<file path="src/rtl/sccb_config_sequencer.sv">
// SCCB configuration sequencer: walks a synchronous config ROM and issues one
// SCCB register write per entry. Entry words are {reg_addr, reg_data}.
// An all-ones word ends the table. An all-ones address with non-all-ones data
// is a delay marker of `data` units.
// Optional feature macro: SCCB_CFG_DELAY_EN. When it is defined, delay markers
// wait the requested time. When it is undefined, delay markers are skipped.
module sccb_config_sequencer #(
  parameter int unsigned CLK_FREQ      = 25_000_000,
  parameter int unsigned ROM_AW        = 8,
  parameter int unsigned REG_AW        = 8,
  parameter int unsigned REG_DW        = 8,
  parameter int unsigned ROM_LATENCY   = 2,
  parameter int unsigned DELAY_UNIT_US = 1000
) (
  input  logic                     clk,
  input  logic                     rst_n,
  input  logic                     start,
  output logic [ROM_AW-1:0]        rom_addr,
  input  logic [REG_AW+REG_DW-1:0] rom_data,
  input  logic                     sccb_ready,
  output logic                     sccb_start,
  output logic [REG_AW-1:0]        sccb_addr,
  output logic [REG_DW-1:0]        sccb_data,
  output logic                     busy,
  output logic                     done,
  output logic                     err,
  output logic [ROM_AW:0]          wr_count
);

  localparam int unsigned RomW = REG_AW + REG_DW;

  typedef enum logic [2:0] {
    StIdle, StFetch, StDecode, StSend, StWaitBusy, StWaitIdle, StDone
`ifdef SCCB_CFG_DELAY_EN
    , StDelay
`endif
  } state_e;

  state_e              state_q, state_d;
  logic [ROM_AW-1:0]   addr_q, addr_d;
  logic [2:0]          lat_q, lat_d;
  logic [RomW-1:0]     word_q, word_d;
  logic [REG_AW-1:0]   saddr_q, saddr_d;
  logic [REG_DW-1:0]   sdata_q, sdata_d;
  logic                busy_q, busy_d, done_q, done_d, err_q, err_d;
  logic [ROM_AW:0]     cnt_q, cnt_d;
  logic                is_end, is_delay, adv;

`ifdef SCCB_CFG_DELAY_EN
  // One delay unit in clock cycles; clamp so sub-MHz clocks still count.
  localparam int unsigned CycRaw     = CLK_FREQ / 1_000_000 * DELAY_UNIT_US;
  localparam int unsigned CycPerUnit = (CycRaw == 0) ? 1 : CycRaw;
  localparam int unsigned UnitW      = $clog2(CycPerUnit + 1);
  logic [UnitW-1:0]  unit_q, unit_d;
  logic [REG_DW-1:0] units_q, units_d;
`endif

  assign is_end   = &word_q;
  assign is_delay = (&word_q[RomW-1:REG_DW]) && !(&word_q[REG_DW-1:0]);

  assign rom_addr  = addr_q;
  assign sccb_addr = saddr_q;
  assign sccb_data = sdata_q;
  assign busy      = busy_q;
  assign done      = done_q;
  assign err       = err_q;
  assign wr_count  = cnt_q;

  // State and datapath registers with synchronous active-low reset.
  always_ff @(posedge clk) begin
    if (!rst_n) begin
      state_q <= StIdle;
      addr_q  <= '0;
      lat_q   <= '0;
      word_q  <= '0;
      saddr_q <= '0;
      sdata_q <= '0;
      busy_q  <= 1'b0;
      done_q  <= 1'b0;
      err_q   <= 1'b0;
      cnt_q   <= '0;
`ifdef SCCB_CFG_DELAY_EN
      unit_q  <= '0;
      units_q <= '0;
`endif
    end else begin
      state_q <= state_d;
      addr_q  <= addr_d;
      lat_q   <= lat_d;
      word_q  <= word_d;
      saddr_q <= saddr_d;
      sdata_q <= sdata_d;
      busy_q  <= busy_d;
      done_q  <= done_d;
      err_q   <= err_d;
      cnt_q   <= cnt_d;
`ifdef SCCB_CFG_DELAY_EN
      unit_q  <= unit_d;
      units_q <= units_d;
`endif
    end
  end

  // Next-state logic; sccb_start is gated by sccb_ready so it never fires while the engine is busy.
  always_comb begin
    state_d    = state_q;
    addr_d     = addr_q;
    lat_d      = lat_q;
    word_d     = word_q;
    saddr_d    = saddr_q;
    sdata_d    = sdata_q;
    busy_d     = busy_q;
    done_d     = done_q;
    err_d      = err_q;
    cnt_d      = cnt_q;
    sccb_start = 1'b0;
    adv        = 1'b0;
`ifdef SCCB_CFG_DELAY_EN
    unit_d     = unit_q;
    units_d    = units_q;
`endif
    case (state_q)
      StIdle, StDone: begin
        if (start) begin
          state_d = StFetch;
          addr_d  = '0;
          lat_d   = '0;
          cnt_d   = '0;
          busy_d  = 1'b1;
          done_d  = 1'b0;
          err_d   = 1'b0;
        end
      end
      StFetch: begin
        if (lat_q == 3'(ROM_LATENCY - 1)) begin
          word_d  = rom_data;
          state_d = StDecode;
        end else begin
          lat_d = lat_q + 3'd1;
        end
      end
      StDecode: begin
        if (is_end) begin
          state_d = StDone;
          busy_d  = 1'b0;
          done_d  = 1'b1;
          err_d   = 1'b0;
        end else if (is_delay) begin
`ifdef SCCB_CFG_DELAY_EN
          state_d = StDelay;
          units_d = word_q[REG_DW-1:0];
          unit_d  = '0;
`else
          adv = 1'b1;
`endif
        end else begin
          saddr_d = word_q[RomW-1:REG_DW];
          sdata_d = word_q[REG_DW-1:0];
          state_d = StSend;
        end
      end
      StSend: begin
        if (sccb_ready) begin
          sccb_start = 1'b1;
          cnt_d      = cnt_q + 1'b1;
          state_d    = StWaitBusy;
        end
      end
      StWaitBusy: if (!sccb_ready) state_d = StWaitIdle;
      StWaitIdle: if (sccb_ready) adv = 1'b1;
`ifdef SCCB_CFG_DELAY_EN
      StDelay: begin
        if (units_q == '0) begin
          adv = 1'b1;
        end else if (unit_q == UnitW'(CycPerUnit - 1)) begin
          unit_d  = '0;
          units_d = units_q - 1'b1;
        end else begin
          unit_d = unit_q + 1'b1;
        end
      end
`endif
      default: state_d = StIdle;
    endcase

    // Advance to the next entry, or finish with an error after the last ROM slot.
    if (adv) begin
      if (&addr_q) begin
        state_d = StDone;
        busy_d  = 1'b0;
        done_d  = 1'b1;
        err_d   = 1'b1;
      end else begin
        addr_d  = addr_q + 1'b1;
        lat_d   = '0;
        state_d = StFetch;
      end
    end
  end

endmodule

</file>
<file path="config.mk">
export PLATFORM = sky130hd
export DESIGN_NAME = sccb_config_sequencer
export DESIGN_NICKNAME = d
export VERILOG_FILES = /design/src/rtl/sccb_config_sequencer.sv
export SDC_FILE = /design/constraint.sdc
export NUM_CORES = 1
export LEC_CHECK = 0
export BUFFER_PORTS_ARGS = -buffer_cell sky130_fd_sc_hd__buf_2
export CORE_MARGIN = 2
export CORE_UTILIZATION = 54
export CTS_CLUSTER_SIZE = 28
export DETAILED_ROUTE_END_ITERATION = 12
export PLACE_DENSITY = 0.82
export SLEW_MARGIN = 20
export SYNTH_ARGS = -nofsm -noshare
export SYNTH_HDL_FRONTEND = slang
export SYNTH_SLANG_ARGS = --single-unit
</file>
<file path="constraint.sdc">
create_clock -name clk -period 2.3 [get_ports clk]
set_input_delay 0.23 -clock clk [delete_from_list [all_inputs] [get_ports clk]]
set_output_delay 0.23 -clock clk [all_outputs]
set_load 0.005 [all_outputs]
</file>
==> Word level (Yosys, flattened, before mapping) <==
Index checks and enable logic that the tools add are counted.
{ "op_classes": {"n_addsub": 3, "reduce_logical": 13, "n_mux": 41, "n_eq_ne": 15, "bitwise_logic": 2} }
{ "ops": {"columns": ["op", "count"], "rows": [
  ["$mux 3", 12],
  ["$mux 8", 4],
  ["$reduce_and 8->1", 3],
  ["$mux 9", 2],
  ["$pmux 3 s6", 1],
  ["$pmux 9 s2", 1],
  ["$mux 1", 16],
  ["$reduce_and 16->1", 1],
  ["$ne 3x3->1 const B", 4],
  ["$add 9x1->9 const B", 1],
  ["$eq 3x3->1 const B", 3],
  ["$add 8x1->8 const B", 1],
  ["$pmux 1 s2", 4],
  ["$eq 3x1->1 const B", 2],
  ["$eq 3x2->1 const B", 2],
  ["$ne 2x2->1 const B", 3],
  ["$pmux 3 s2", 1],
  ["$reduce_and 3->1", 2],
  ["$reduce_and 6->1", 1],
  ["$ne 4x4->1 const B", 1],
  ["$add 3x1->3 const B", 1],
  ["$logic_not 3->1", 1],
  ["$not 1->1", 2],
  ["$reduce_and 2->1", 1],
  ["other kinds (4)", 4]
]} }
{ "totals": {"inputBits": 20, "register_bits": 58} }

==> Longest topological paths before layout <==
{ "depth": {"word_depth": 8, "depth_mapped": 7, "mapped_depth_nobuf": 7} }

==> Worst setup path before layout <==
Ideal clock, no wire load.
{ "synth_path": {"path_type": "flip-flop to flip-flop", "from": "reg state_q[2]", "to": "reg addr_q[7], in the netlist rom_addr[7]", "t_arrival_ns": 1.618, "period_less_slack_ns": 1.701, "stages_incl_launch_ff": 7, "n_path_buf": 1, "setup_time_ns": 0.083, "setup_slack_ns": 0.599, "path_cell_list": "dfxtp_1 -> buf_6 -> nor3b_4 -> o2111ai_2 -> a21o_1 -> or4_1 -> o221ai_1"} }
{ "synth_via": {"elab_chain_len": 5, "elab_cells_between_ends": 9, "cone_classes": "3 x eq/ne; 4 x mux; 2 x reduce/logical"} }
{ "synth_rtl": {"columns": ["item", "line", "source"], "rows": [
  ["start: declaration", "39", "state_e state_q, state_d;"],
  ["start signal: assignment", "72", "state_q <= StIdle;"],
  ["start signal: assignment", "87", "state_q <= state_d;"],
  ["$eq 3x3->1 or $logic_not 3->1 (tied branches)", "122", "case (state_q)"],
  ["$reduce_or 2->1", "122", null],
  ["$mux 8", "122", null],
  ["$mux 8", "188", "if (&addr_q) begin"],
  ["$mux 8 (*)", "187", "if (adv) begin"],
  ["end signal: assignment", "88", "addr_q <= addr_d;"],
  ["end: declaration", "40", "logic [ROM_AW-1:0] addr_q, addr_d;"]
]} }
Every way passes the cells marked *; elsewhere a longest branch is shown, timed or not.
A chain may end at the register's enable or synchronous reset.

==> Worst setup path in the final report <==
{ "layout_path": {"from": "reg state_q[1]", "to": "reg addr_q[2], in the netlist rom_addr[2]"} }
Same word-level chain as after synthesis.

==> key figures <==
Clock tree
  • Library cell used as clock root buffer: sky130_fd_sc_hd__clkbuf_8
  • Clock input transition at the sequential cells of the worst setup and hold paths: 70 ps
  • Clock network latency to the later pin of the worst-skew pair: 330 ps
  • Largest buffer count on any clock path: 2
  • Number of sinks on the clock net: 58
  • Number of setup buffers added after CTS: 0
  • Number of buffers inserted during clock tree synthesis: 9
  • CTS Hold Bufs: 0
  • Clock tree from TritonCTS: built
  • Maximum level of the CTS H-tree: 3
  • Post-CTS Resized: 0

Run status
  • Outcome: finished clean

STA
  • Slew at the pin closest to its max-slew limit: 1040 ps
  • Worst max-slew margin expressed relative to the limit: 30.6%
  • Final Slew Violations: 0
  • Number of hold violations in the final report: 0
  • Total setup violations reported at the end of the flow: 0
  • Max Clk Rate: 495 MHz
  • Post-Route Skew: about 8.6 ps
  • Final cycle utilization of the critical path: between 80% and 90%
  • Post-route minimum period: approximately 2000 ps
  • Setup repair after global routing missed its margin: no
  • Fin Setup TNS: 0 ps
  • Worst hold margin: 131 ps

Detailed routing
  • Iter 0 DRT Violations: between 100 and 150
  • Post-route DRC violation count: 0
  • Via count: about 2.4k
  • Routed len/inst: between 10 and 15 µm
  • Aggregate routed wire length: 5.86 mm
  • Antenna Nets Post-Route: 0
  • Mean number of vias per cell: approximately 5.7
  • Drt first pass iters: 4

Logic synthesis
  • Post-synthesis sequential area ratio: about 44%
  • Top cells by area, synth: sky130_fd_sc_hd__dfxtp_1 44%, sky130_fd_sc_hd__nand2_1 7.3%, sky130_fd_sc_hd__mux2i_1 5.7%
  • Simple-gate area share of the yosys netlist: 25.5%
  • Leading area contributor after synthesis: sky130_fd_sc_hd__dfxtp_1
  • Synth async-reset ratio: 0%
  • Most used flip-flop cell after synthesis: sky130_fd_sc_hd__dfxtp_1
  • Number of instances in the synthesized netlist: 310
  • Synthesized net count: between 300 and 400
  • Register bit count reported by yosys: 58
  • Xor/xnor cell area share of the yosys netlist: ~2.7%
  • Proportion of synthesized area in mux cells: between 5 and 6%
  • Arithmetic-cell share of the synthesized area counting full adders, half adders and majority gates: ~1.9%
  • Post-synthesis cell type count: 46
  • Number of enable flip-flop cells after synthesis: 0
  • Summed instance area of the synthesized netlist: between 2000 and 3000 µm²
  • Top cell type's share of synthesized area: ~44%
  • Number of warning messages in the yosys log: 0
  • Average cell area after synthesis: approximately 8.4 µm²
  • Area fraction in compound gates after synthesis: 16.1%
  • Largest family of logic cells by synthesized area: simple AND/OR/NAND/NOR gates

Placed design
  • Post-DP HPWL: roughly 4.1 mm
  • Count of buffers from port buffering: 56
  • Final Wtd Congestion: approximately 0.86

Floorplanning
  • Number of top-level design ports: 57
  • Number of standard-cell rows in the floorplan: 25
  • Die footprint: roughly 5400 µm²
  • Die Height: 73.5 µm
  • Area of the core region: roughly 4700 µm²
  • Effective utilization at floorplan: 55.7%
  • Die Wd: 73.5 µm

Power
  • Proportion of power drawn by flip-flops and latches: between 40% and 50%
  • Fraction of power consumed by combinational cells: 23.2%
  • Total net switching power: slightly below 900 µW
  • Switching share of power: about a third
  • Cell Pwr Density: around 830 nW/µm²
  • Final Power: between 2 and 3 mW
  • Leakage dissipation: about 1.3 nW
  • Worst voltage drop across the vdd grid: 0.000468 V
  • Internal Dissipation: 1.69 mW
  • Clock network power share: between 30% and 40%

Critical path
  • Worst setup SP type: flop
  • Top fanout value on the critical path: 16
  • Category of the worst setup path capture point: flop
  • Classification of the worst setup path: flop to flop
  • Critical path data required time: 2560 ps
  • Crit path DAT: between 2000 and 2500 ps
  • Reg2Reg Setup Slack: about 280 ps

GRT
  • Via count of the first global-routing pass: between 2k and 2.5k
  • Total congestion overflow: 0
  • First-pass GRT wire length: roughly 9.7 mm
  • Antenna violations before repair: 0
  • GRT Overall Usage: a little under a quarter
  • Pin count of the biggest net entering global routing: 37

Final layout
  • Commonest cells after routing, fill and taps aside: 58 x sky130_fd_sc_hd__dfxtp_1, 56 x sky130_fd_sc_hd__buf_2, 51 x sky130_fd_sc_hd__nand2_1
  • Layout cells sized above 1: roughly 23%
  • Final Net Count: approximately 400
  • Sequential cell area in the final layout: around 1200 µm²
  • Combined area of the multi-input logic cells: 1360 µm²
  • Most frequent standard cell in the layout excluding fill and tap cells: sky130_fd_sc_hd__dfxtp_1
  • Area overhead of the layout relative to synthesis: 18.5%
  • Count of fill cells added during filler insertion: roughly 400
  • Antenna cell count: 0

Hold path
  • Type of the worst min-delay path: input port to flop

Flow run
  • Number of max-cap violations: 0
-- synthesized netlist by cell type, drive strengths merged, types with 6 or more instances --
library cell	number
a21oi	30
clkbuf	11
dfxtp	58
inv	6
mux2i	15
nand2	51
nand2b	6
nand3	11
nand4	7
nor2	32
o2111ai	7
o21ai	11
xor2	7
-- flip-flops by register name, summed over array words and instances, names as in the netlist --
register / flops
word_q: 16
wr_count: 9
rom_addr: 8
sccb_addr: 8
sccb_data: 8
lat_q: 3
state_q: 3
busy: 1
done: 1
err: 1
-- layout make-up --
class                           instances  area share (%)
Tap cell                               54            2.18
Timing Repair Buffer                   62            10.5
Multi-Input combinational cell        230            43.8
Sequential cell                        58            37.5
Clock buffer                            9            4.00
Inverter                                7           0.849
Clock inverter                          6            1.13
-- through the flow --
step	util (%)	setup WS [ps]	instance area, µm²	cells
after floorplan	-	599	2610	310
after global placement	62.6	436	2940	411
after detailed placement	62.6	323	2940	411
after CTS	66.0	302	3100	426
after global routing	66.0	89.2	3100	426
final	66.0	282	3100	426
-- cell families (layout without fill, tap and decap cells) --
group,count (synthesis),after routing
fa+ha+maj,4,4
flops,58,58
xor+xnor,8,8
mux,15,15
compound gates,66,66
simple gates,137,137
buf+inv,22,84
-- path summary, 6_finish.rpt --
path                              from                        end  cells after the start
min                        rom_data[0]     word_q[0]$_SDFFE_PN0P_                      3
max reg2reg    state_q[1]$_SDFFE_PN0P_     rom_addr[2]$_SDFF_PN0_                      5
min reg2reg  sccb_addr[5]$_SDFFE_PN0P_  sccb_addr[5]$_SDFFE_PN0P_                      2
max            state_q[1]$_SDFFE_PN0P_     rom_addr[2]$_SDFF_PN0_                      5
-- power by group through the flow --
stage / clock, mW / combinational, mW / sequential, mW
finish: 0.774 / 0.593 / 1.19
floorplan: 0 / 0.520 / 1.14
global placement: 0 / 0.570 / 1.21
detailed placement: 0 / 0.585 / 1.21
CTS: 0.786 / 0.587 / 1.19
global route: 0.837 / 0.662 / 1.21
-- worst max-delay path, cell delays in order, from the launching register on --
cell and delay, ps:
sky130_fd_sc_hd__dfxtp_1 590, sky130_fd_sc_hd__nor3b_4 330, sky130_fd_sc_hd__o2111ai_2 200, sky130_fd_sc_hd__a21oi_1 490, sky130_fd_sc_hd__nand3b_1 140, sky130_fd_sc_hd__a31oi_1 200
-- layer usage --
layer,vias up,share of wire (%),GRT usage [%]
met5,-,0,0
met4,0,1.5,11.3
met3,7,5.5,4.39
met2,70,47,35.7
met1,1133,46,31.2
li1,1215,-,-
(Power assumes the default switching activity.)
